File: src/rtl/riscv_pkg.sv
// Shared RV32I core constants: default register-file geometry and error-flag bit positions.
package riscv_pkg;

    localparam int unsigned XLEN     = 32;
    localparam int unsigned NUM_REGS = 32;

    localparam int unsigned ERR_W    = 2;
    localparam int unsigned ERR_WCOL = 0;
    localparam int unsigned ERR_DRSV = 1;

endpackage

File: src/rtl/regfile_sb_scoreboard.sv
// Busy scoreboard for outstanding loads: reservation set, load-writeback clear,
// registered population count and sticky double-reservation flag.
module regfile_sb_scoreboard
    import riscv_pkg::*;
#(
    parameter int unsigned DEPTH    = NUM_REGS,
    parameter bit          BYPASS   = 1'b1,
    parameter bit          ZERO_REG = 1'b1,
    localparam int unsigned AW      = $clog2(DEPTH),
    localparam int unsigned CW      = $clog2(DEPTH + 1)
) (
    input  logic          clk,
    input  logic          rst,
    input  logic          rsv,
    input  logic [AW-1:0] rsv_addr,
    input  logic          clr,
    input  logic [AW-1:0] clr_addr,
    input  logic [AW-1:0] ra1,
    input  logic [AW-1:0] ra2,
    output logic          ra1_busy,
    output logic          ra2_busy,
    output logic [CW-1:0] busy_count,
    output logic          drsv_err
);

    logic [DEPTH-1:0] busy;
    logic [DEPTH-1:0] busy_nxt;
    logic [CW-1:0]    count_nxt;
    logic             rsv_en;
    logic             clr_en;
    logic             drsv;

    assign rsv_en = rsv && !(ZERO_REG && rsv_addr == '0);
    assign clr_en = clr && !(ZERO_REG && clr_addr == '0);

    // A clear on the reserved address in the same cycle frees it first, so no double reservation.
    assign drsv = rsv_en && busy[rsv_addr] && !(clr_en && clr_addr == rsv_addr);

    // Next-state busy vector: set applied after clear so a same-cycle reservation wins.
    always_comb begin
        busy_nxt  = busy;
        count_nxt = '0;
        if (clr_en) busy_nxt[clr_addr] = 1'b0;
        if (rsv_en) busy_nxt[rsv_addr] = 1'b1;
        for (int i = 0; i < int'(DEPTH); i++) begin
            count_nxt = count_nxt + CW'(busy_nxt[i]);
        end
    end

    always_ff @(posedge clk) begin
        if (rst) begin
            busy       <= '0;
            busy_count <= '0;
            drsv_err   <= 1'b0;
        end else begin
            busy       <= busy_nxt;
            busy_count <= count_nxt;
            if (drsv) drsv_err <= 1'b1;
        end
    end

    function automatic logic lookup(input logic [AW-1:0] ra);
        logic b;
        b = 1'b0;
        if (!rst) begin
            b = busy[ra];
            if (BYPASS && clr_en && clr_addr == ra && !(rsv_en && rsv_addr == ra)) b = 1'b0;
        end
        return b;
    endfunction

    always_comb begin
        ra1_busy = lookup(ra1);
        ra2_busy = lookup(ra2);
    end

endmodule

File: src/rtl/regfile_sb.sv
// Two-write-port register file with optional write-to-read bypass and a load busy scoreboard.
module regfile_sb
    import riscv_pkg::*;
#(
    parameter int unsigned N        = XLEN,
    parameter int unsigned DEPTH    = NUM_REGS,
    parameter bit          BYPASS   = 1'b1,
    parameter bit          ZERO_REG = 1'b1,
    localparam int unsigned AW      = $clog2(DEPTH),
    localparam int unsigned CW      = $clog2(DEPTH + 1)
) (
    input  logic             clk,
    input  logic             rst,
    input  logic [AW-1:0]    ra1,
    input  logic [AW-1:0]    ra2,
    output logic [N-1:0]     rd1,
    output logic [N-1:0]     rd2,
    output logic             rd1_busy,
    output logic             rd2_busy,
    input  logic             we1,
    input  logic [AW-1:0]    wa1,
    input  logic [N-1:0]     wd1,
    input  logic             we2,
    input  logic [AW-1:0]    wa2,
    input  logic [N-1:0]     wd2,
    input  logic             rsv,
    input  logic [AW-1:0]    rsv_addr,
    output logic [CW-1:0]    busy_count,
    output logic [ERR_W-1:0] err,
    input  logic [AW-1:0]    dbg_addr,
    output logic [N-1:0]     dbg_data
);

    logic [N-1:0] mem [DEPTH];
    logic         w1_en;
    logic         w2_en;
    logic         wcol_err;
    logic         drsv_err;

    assign w1_en = we1 && !(ZERO_REG && wa1 == '0);
    assign w2_en = we2 && !(ZERO_REG && wa2 == '0);

    // Port 1 assigned last so it wins a same-address collision.
    always_ff @(posedge clk) begin
        if (rst) begin
            for (int i = 0; i < int'(DEPTH); i++) mem[i] <= '0;
            wcol_err <= 1'b0;
        end else begin
            if (w2_en) mem[wa2] <= wd2;
            if (w1_en) mem[wa1] <= wd1;
            if (w1_en && w2_en && wa1 == wa2) wcol_err <= 1'b1;
        end
    end

    function automatic logic [N-1:0] stored(input logic [AW-1:0] a);
        return (ZERO_REG && a == '0) ? '0 : mem[a];
    endfunction

    function automatic logic [N-1:0] read_port(input logic [AW-1:0] ra);
        logic [N-1:0] d;
        d = stored(ra);
        if (BYPASS && !rst) begin
            if (w1_en && wa1 == ra)      d = wd1;
            else if (w2_en && wa2 == ra) d = wd2;
        end
        return d;
    endfunction

    always_comb begin
        rd1      = read_port(ra1);
        rd2      = read_port(ra2);
        dbg_data = stored(dbg_addr);
    end

    regfile_sb_scoreboard #(
        .DEPTH    (DEPTH),
        .BYPASS   (BYPASS),
        .ZERO_REG (ZERO_REG)
    ) u_scoreboard (
        .clk        (clk),
        .rst        (rst),
        .rsv        (rsv),
        .rsv_addr   (rsv_addr),
        .clr        (we2),
        .clr_addr   (wa2),
        .ra1        (ra1),
        .ra2        (ra2),
        .ra1_busy   (rd1_busy),
        .ra2_busy   (rd2_busy),
        .busy_count (busy_count),
        .drsv_err   (drsv_err)
    );

    always_comb begin
        err           = '0;
        err[ERR_WCOL] = wcol_err;
        err[ERR_DRSV] = drsv_err;
    end

endmodule

File: config.mk
export PLATFORM = sky130hd
export DESIGN_NAME = regfile_sb
export DESIGN_NICKNAME = d
export VERILOG_FILES = /design/src/rtl/riscv_pkg.sv /design/src/rtl/regfile_sb_scoreboard.sv /design/src/rtl/regfile_sb.sv
export SDC_FILE = /design/constraint.sdc
export NUM_CORES = 2
export LEC_CHECK = 0
export BUFFER_PORTS_ARGS = -buffer_cell sky130_fd_sc_hd__buf_2
export CORE_MARGIN = 2
export CORE_UTILIZATION = 43
export DETAILED_ROUTE_END_ITERATION = 6
export PLACE_DENSITY = 0.56
export REMOVE_ABC_BUFFERS = 1
export SETUP_SLACK_MARGIN = 0.05
export SYNTH_ARGS = -nofsm -noshare
export SYNTH_HDL_FRONTEND = slang
export SYNTH_SLANG_ARGS = --single-unit
File: constraint.sdc
create_clock -name clk -period 7.7 [get_ports clk]
set_clock_uncertainty 0.05 [all_clocks]
set_input_delay 0.77 -clock clk [delete_from_list [all_inputs] [get_ports clk]]
set_output_delay 0.77 -clock clk [all_outputs]
set_load 0.01 [all_outputs]
=== Yosys cells after proc, flatten, opt, wreduce, memory -nomap -nowiden ===
Memory sizes are Yosys's and may differ from the RTL's.
Index checks and enable logic that the tools add are counted.

* Memories kept: 1
* Input port bits: 99
* Memory bits (writable): 1024
* Register bits: 40
* Logic and storage cells: 124

{| class="wikitable"
|+ Memories
! memory !! words !! width !! rd ports !! clocked after Yosys merged registers in !! write ports !! RTL line !! text
|-
| mem || 32 || 32 || 3 || 0 || 32 || regfile_sb.sv:34 || <nowiki>logic [N-1:0] mem [DEPTH];</nowiki>
|}

* Multiplexer cells: 39
* $add $sub $neg: 31
* Equality and inequality tests: 8
* Bitwise gates (word level): 3
* $lt $le $gt $ge: 6
* Reduce and logical (&&, ||, !) cells: 32

{| class="wikitable"
|+ Operators by type and width
! kind !! number
|-
| $mux W32 || 13
|-
| $add A6 B1 Y6 || 30
|-
| $reduce_or A32 Y1 || 2
|-
| $eq A5 B5 Y1 || 8
|-
| $and A32 B32 Y32 || 1
|-
| $not A32 Y32 || 1
|-
| $or A32 B32 Y32 || 1
|-
| $logic_not A5 Y1 || 6
|-
| $lt A5 B6 Y1 const B || 4
|-
| $mux W1 || 19
|-
| $logic_and A1 B1 Y1 || 18
|-
| $bmux W1 S5 || 3
|-
| $demux W1 S5 || 2
|-
| $ge A5 B1 Y1 const B || 2
|-
| $mux W5 || 2
|-
| $logic_not A1 Y1 || 6
|-
| $add A1 B1 Y2 || 1
|}

=== Longest topological paths before layout ===
* Depth after elaboration: 40
* Mapped depth: 23
* Mapped depth without buffers: 22

=== Modules after synthesis ===
From an unflattened synthesis, not the netlist that was laid out.

* Cells, all modules: 5500
* Area, all modules: 72459.5 µm²

{| class="wikitable"
|+ By module, submodules not included
! module !! cells an instance !! area an instance (µm²) !! times used !! sequential area each (µm²)
|-
| regfile_sb || 5100 || 68693.4 || 1 || 30769.5
|-
| regfile_sb_scoreboard || 400 || 3766.1 || 1 || 780.7
|}

=== Worst setup path after synthesis ===
OpenSTA, ideal clock, no wires.

* Kind: input to register
* Start: in rsv_addr[0]
* End: reg u_scoreboard.busy_count[4]
* Cell stages on the path: 20
* Data arrival time: 6511 ps
* Slack: 1011 ps
* Path buffers: 3
* Library setup time: 128 ps
* Data required time: 7522 ps
* Path through: buf_2 clkbuf_1 and3_1 clkbuf_1 a22o_1 ha_1 inv_1 fa_1 fa_1 inv_1 fa_1 fa_1 fa_1 fa_1 fa_1 fa_1 a21o_1 a21oi_1 xor2_1 nor2_1

* Longest elaborated chain between the ends: 37
* Elaborated cells on any way between the ends: 41
* Classes of those cells: 31 x add/sub; 2 x order compare; 3 x mux; 1 x bitwise; 4 x reduce/logical

{| class="wikitable"
|+ Ends and longest elaborated chain
! element !! RTL line !! text
|-
| start: declaration || regfile_sb.sv:27 || <nowiki>input logic [AW-1:0] rsv_addr,</nowiki>
|-
| $lt A5 B6 Y1 (implied by the code) or $ge A5 B1 Y1 (tied branches) || regfile_sb_scoreboard.sv:44 || <nowiki>if (rsv_en) busy_nxt[rsv_addr] = 1'b1;</nowiki>
|-
| $logic_and A1 B1 Y1 (implied by the code) || regfile_sb_scoreboard.sv:44 ||
|-
| $mux W1 (implied by the code) || regfile_sb_scoreboard.sv:44 ||
|-
| $demux W1 S5 || - ||
|-
| $or A32 B32 Y32 (no line) || - ||
|-
| $mux W32 * || regfile_sb_scoreboard.sv:44 ||
|-
| named net u_scoreboard.busy_nxt[1] || regfile_sb_scoreboard.sv:27 || <nowiki>logic [DEPTH-1:0] busy_nxt;</nowiki>
|-
| $add A1 B1 Y2 * || regfile_sb_scoreboard.sv:46 || <nowiki>count_nxt = count_nxt + CW'(busy_nxt[i]);</nowiki>
|-
| $add A6 B1 Y6 * (30 in series) || regfile_sb_scoreboard.sv:46 ||
|-
| end signal: assignment || regfile_sb_scoreboard.sv:57 || <nowiki>busy_count <= count_nxt;</nowiki>
|-
| end: declaration || regfile_sb_scoreboard.sv:22 || <nowiki>output logic [CW-1:0] busy_count,</nowiki>
|}

The timed path passes the listed nets; every way through them passes the cells marked *.
A chain may end at the register's enable or synchronous reset.

=== Final worst setup path ===
* Start: in wa2[4]
* End: reg u_scoreboard.busy_count[4]

* Longest elaborated chain between the ends: 40
* Elaborated cells on any way between the ends: 44
* Classes of those cells: 31 x add/sub; 2 x order compare; 4 x mux; 3 x bitwise; 4 x reduce/logical

{| class="wikitable"
|+ Ends and longest elaborated chain
! element !! RTL line !! text
|-
| start: declaration || regfile_sb.sv:24 || <nowiki>input logic [AW-1:0] wa2,</nowiki>
|-
| $lt A5 B6 Y1 (implied by the code) or $ge A5 B1 Y1 (tied branches) || regfile_sb_scoreboard.sv:43 || <nowiki>if (clr_en) busy_nxt[clr_addr] = 1'b0;</nowiki>
|-
| $logic_and A1 B1 Y1 (implied by the code) || regfile_sb_scoreboard.sv:43 ||
|-
| $mux W1 (implied by the code) || regfile_sb_scoreboard.sv:43 ||
|-
| $demux W1 S5 || - ||
|-
| $not A32 Y32 (no line) || - ||
|-
| $and A32 B32 Y32 (no line) || - ||
|-
| $mux W32 * || regfile_sb_scoreboard.sv:43 ||
|-
| $or A32 B32 Y32 (no line) || - ||
|-
| $mux W32 * || regfile_sb_scoreboard.sv:44 ||
|-
| $add A1 B1 Y2 || regfile_sb_scoreboard.sv:46 ||
|-
| $add A6 B1 Y6 (29 in series) || regfile_sb_scoreboard.sv:46 ||
|-
| $add A6 B1 Y6 * || regfile_sb_scoreboard.sv:46 ||
|}

Every way passes the cells marked *; elsewhere a longest branch is shown, timed or not.

==> summary.txt <==
Routing
  • DR WL/cell: between 40 and 50 um
  • Post-route ant nets: 0
  • DRT met1 WL: between 100 and 150 mm
  • DR iter-0 viols: 10150
  • Met2 WL: around 140 mm
  • DR top layer: met5
  • Drt first pass iters: 6
  • Routed WL: roughly 330 mm
  • DR vias/cell: 8.196
  • Metal3 WL: between 50 and 60 mm
  • Routed vias: roughly 56000
  • DRC errors left: 0

Die
  • # rows: approximately 150
  • DIE WIDTH: a little over 400 um
  • IO Count: just over 200
  • Initial Utilization: 0.4322
  • Chip height: about 410 um
  • Core Area: ~160000 um^2
  • Full die area: around 170000 um^2

Placement
  • Gp weighted congestion: ~0.90
  • Setup WS pre-CTS: roughly 700 ps
  • # port buffers: between 200 and 250
  • HPWL Detailed: 175.9 mm

Layout
  • Share of cells above drive strength 1: 0.3395
  • Area delta synth->final: 9.457%
  • Fillers: 13880
  • Nets: 4640

Critical path
  • Worst reg2reg setup slack: slightly above 2000 ps
  • Worst R2R End: u_scoreboard.busy_count[4]
  • Startpoint types: primary input
  • Most frequent CP cell: fa_1
  • Worst reg2reg startpoint: u_scoreboard.busy[16]
  • Crit Path Max Fanout: 7
  • Worst path slowest cell: fa_1
  • Critical Path RT: roughly 8300 ps
  • Arr. time, crit path: ~7000 ps
  • Max stage delay on crit path: 570 ps
  • Setup crit end kind: flop
  • CP cell instances: buf_2 > nand2_1 > nor3_1 > nand2_1 > a22oi_1 > fa_1 > fa_1 > inv_1 > fa_1 > fa_1 > fa_1 > fa_1 > fa_1 > fa_1 > a21o_1 > a21oi_1 > xor2_1 > nor2_1
  • WS Path Type: in2reg
  • R2R depth: 14

Power
  • Leak: about 25 nW
  • Pwr dens: between 200 and 250 nW/um^2
  • Worst VDD drop: slightly above 0.3 mV
  • Total chip power: roughly 16 mW

Timing
  • Post-route setup slack: ~1400 ps
  • Fin. Hold Viols: 0
  • Crit path time final: around 6300 ps
  • Worst slew pin tran: 1453 ps
  • Final setup TNS: 0 ps
  • Final setup viols: 0
  • RSZ-0062 raised after global routing: no
  • Slew Limit Headroom: 0.02808
  • Slew Viols, Final: 0
  • Period utilization: 0.8154
  • Max Clk Rate: around 0.16 GHz

Clock tree
  • Post-CTS Setup Inserts: 0
  • Skew-Pair Late Insertion Delay: ~800 ps
  • Cts repair resizes: 0
  • Htree depth: 4
  • CTS tree: built
  • Clock Path Buffers: 3
  • Hold_buf cts: 0
  • Cts bufs inserted: between 100 and 150
  • Clock sinks: ~1100
  • Worst-path clk slew: roughly 60 ps
  • Root Buffer: clkbuf_16

Synth
  • Mapped Cells: 4762
  • Synth Area in Adders: 0.008272
  • Largest family of logic cells by synthesized area: multiplexers
  • Cell with the most instances after synthesis: edfxtp_1
  • Compound-Gate Fraction of Synth Area: 0.1715
  • Top FF cell, synth: edfxtp_1
  • Post-Syn Area: ~70000 um^2
  • Post-synth top area cell: edfxtp_1
  • Async SR Flop Fraction: 0
  • Count of different cell masters after synthesis: between 60 and 70
  • Post-synthesis sequential area ratio: 0.4495
  • Area contributors post-synth: edfxtp_1, mux4_2, a22o_1
  • EDFF count, synth: a little over 1000
  • Syn Area/Cell: ~15 um^2
  • Share of synthesized area spent on multiplexers: 0.2804
  • Post-Synth XOR/XNOR Area: 0.005241
  • Seq cells post-synth: between 1000 and 1500
  • Synth top cells by count: edfxtp_1, a22o_1, mux4_2, clkbuf_1, o22ai_1
  • Yosys warns: 0
  • Simple-gate share of the synthesized area: 0.03045
  • Synth top area share: 0.4381

Outcome
  • Run status: finished clean

GRT
  • Gr usage total: 0.3882
  • Number of global-route vias before repair: roughly 53000
  • Largest net degree at the start of global routing: a little under 100
  • Initial antenna violation count: 22
  • First-pass GRT wire length: 443.6 mm
  • GRT overflow: 0

Flow run
  • Max Cap Viol: 0

Worst hold path
  • Hold Path Class: in2reg
  • Hold Path Sink: u_scoreboard.busy[24]
  • Min-delay src: rst
  • Hold path depth: 2
-- layer usage --
layer  vias up  track usage
li1      19900            -
met1     28790       0.5016
met2      5677       0.5359
met3      1294       0.1747
met4        30       0.2275
met5         -     0.002586
-- through the flow --
step	hold WS, ps	utilization	area [um^2]	instances
floorplan	427.3	-	66840	4008
global placement	404.6	0.4476	72690	6551
detailed placement	409.1	0.4476	72690	6551
CTS	256.3	0.4728	76780	6786
global route	271.6	0.4729	76800	6787
finish	284.2	0.4731	76820	6795
-- worst max path at each step --
stage / startpoint / end / slack (ps) / cells past startpoint
2_1_floorplan: wa2[4] / u_scoreboard.busy_count[4] / 1400 / 19
3_3_place_gp: wa2[4] / u_scoreboard.busy_count[4] / 650 / 20
3_5_place_dp: wa2[4] / u_scoreboard.busy_count[4] / 680 / 18
4_1_cts: wa2[4] / u_scoreboard.busy_count[4] / 1470 / 18
5_1_grt: wa2[4] / u_scoreboard.busy_count[4] / 1070 / 18
6_report: wa2[4] / u_scoreboard.busy_count[4] / 1420 / 18
-- report_power, final --
group	internal [mW]	switching (mW)	total (mW)
combinational	1.12	1.61	2.73
sequential	6.71	0.241	6.95
clock	3.47	2.62	6.09
-- layout by cell type, fill, tap and decap left out, drive strengths merged, types with 5 or more instances in the layout --
cell | synthesis | routed
edfxtp | 1024 | 1024
a22o | 1001 | 1001
mux4 | 872 | 872
buf | 264 | 367
o22ai | 232 | 232
clkbuf | 521 | 166
nor2 | 112 | 112
nand2 | 106 | 106
inv | 96 | 103
nor3 | 74 | 74
o32ai | 65 | 65
or4 | 54 | 54
clkinv | 0 | 54
o21ai | 45 | 45
dfxtp | 40 | 40
a31oi | 34 | 34
a32oi | 33 | 33
conb | 1 | 32
xnor2 | 24 | 24
fa | 24 | 24
nor2b | 21 | 21
xor2 | 18 | 18
a22oi | 17 | 17
nand3b | 10 | 10
diode | 0 | 8
ha | 8 | 8
bufinv | 0 | 8
nand3 | 8 | 8
nor3b | 5 | 5
nand2b | 5 | 5
-- logic make-up after synthesis --
kind of cell | after synthesis
compound gates | 1444
fa+ha+maj | 32
simple gates | 422
flops | 1064
other cells | 1
xor+xnor | 42
buf+inv | 881
mux | 876
-- critical path, delay by kind of cell --
family | cells | cell delay, ps
fa+ha+maj | 8 | 4040
simple gates | 4 | 810
compound gates | 3 | 800
buf+inv | 2 | 270
xor+xnor | 1 | 170
-- cell type report --
cell class	instances	area [um^2]	area share
antenna	8	20.02	0.0002606
clock buffer	164	3476	0.04524
clock inverter	71	611.8	0.007964
inverter	96	360.3	0.004691
multi-input combinational	2848	35600	0.4633
sequential	1064	31550	0.4107
tap	2175	2721	0.03542
timing repair buffer	369	2489	0.03239
-- registers in the layout (all words and copies together) (netlist names) --
name                     cells
u_scoreboard.busy           32
wcol_err                     1
u_scoreboard.busy_count      6
u_scoreboard.drsv_err        1
mem                       1024
No activity file was read; power rests on OpenSTA's default activity.
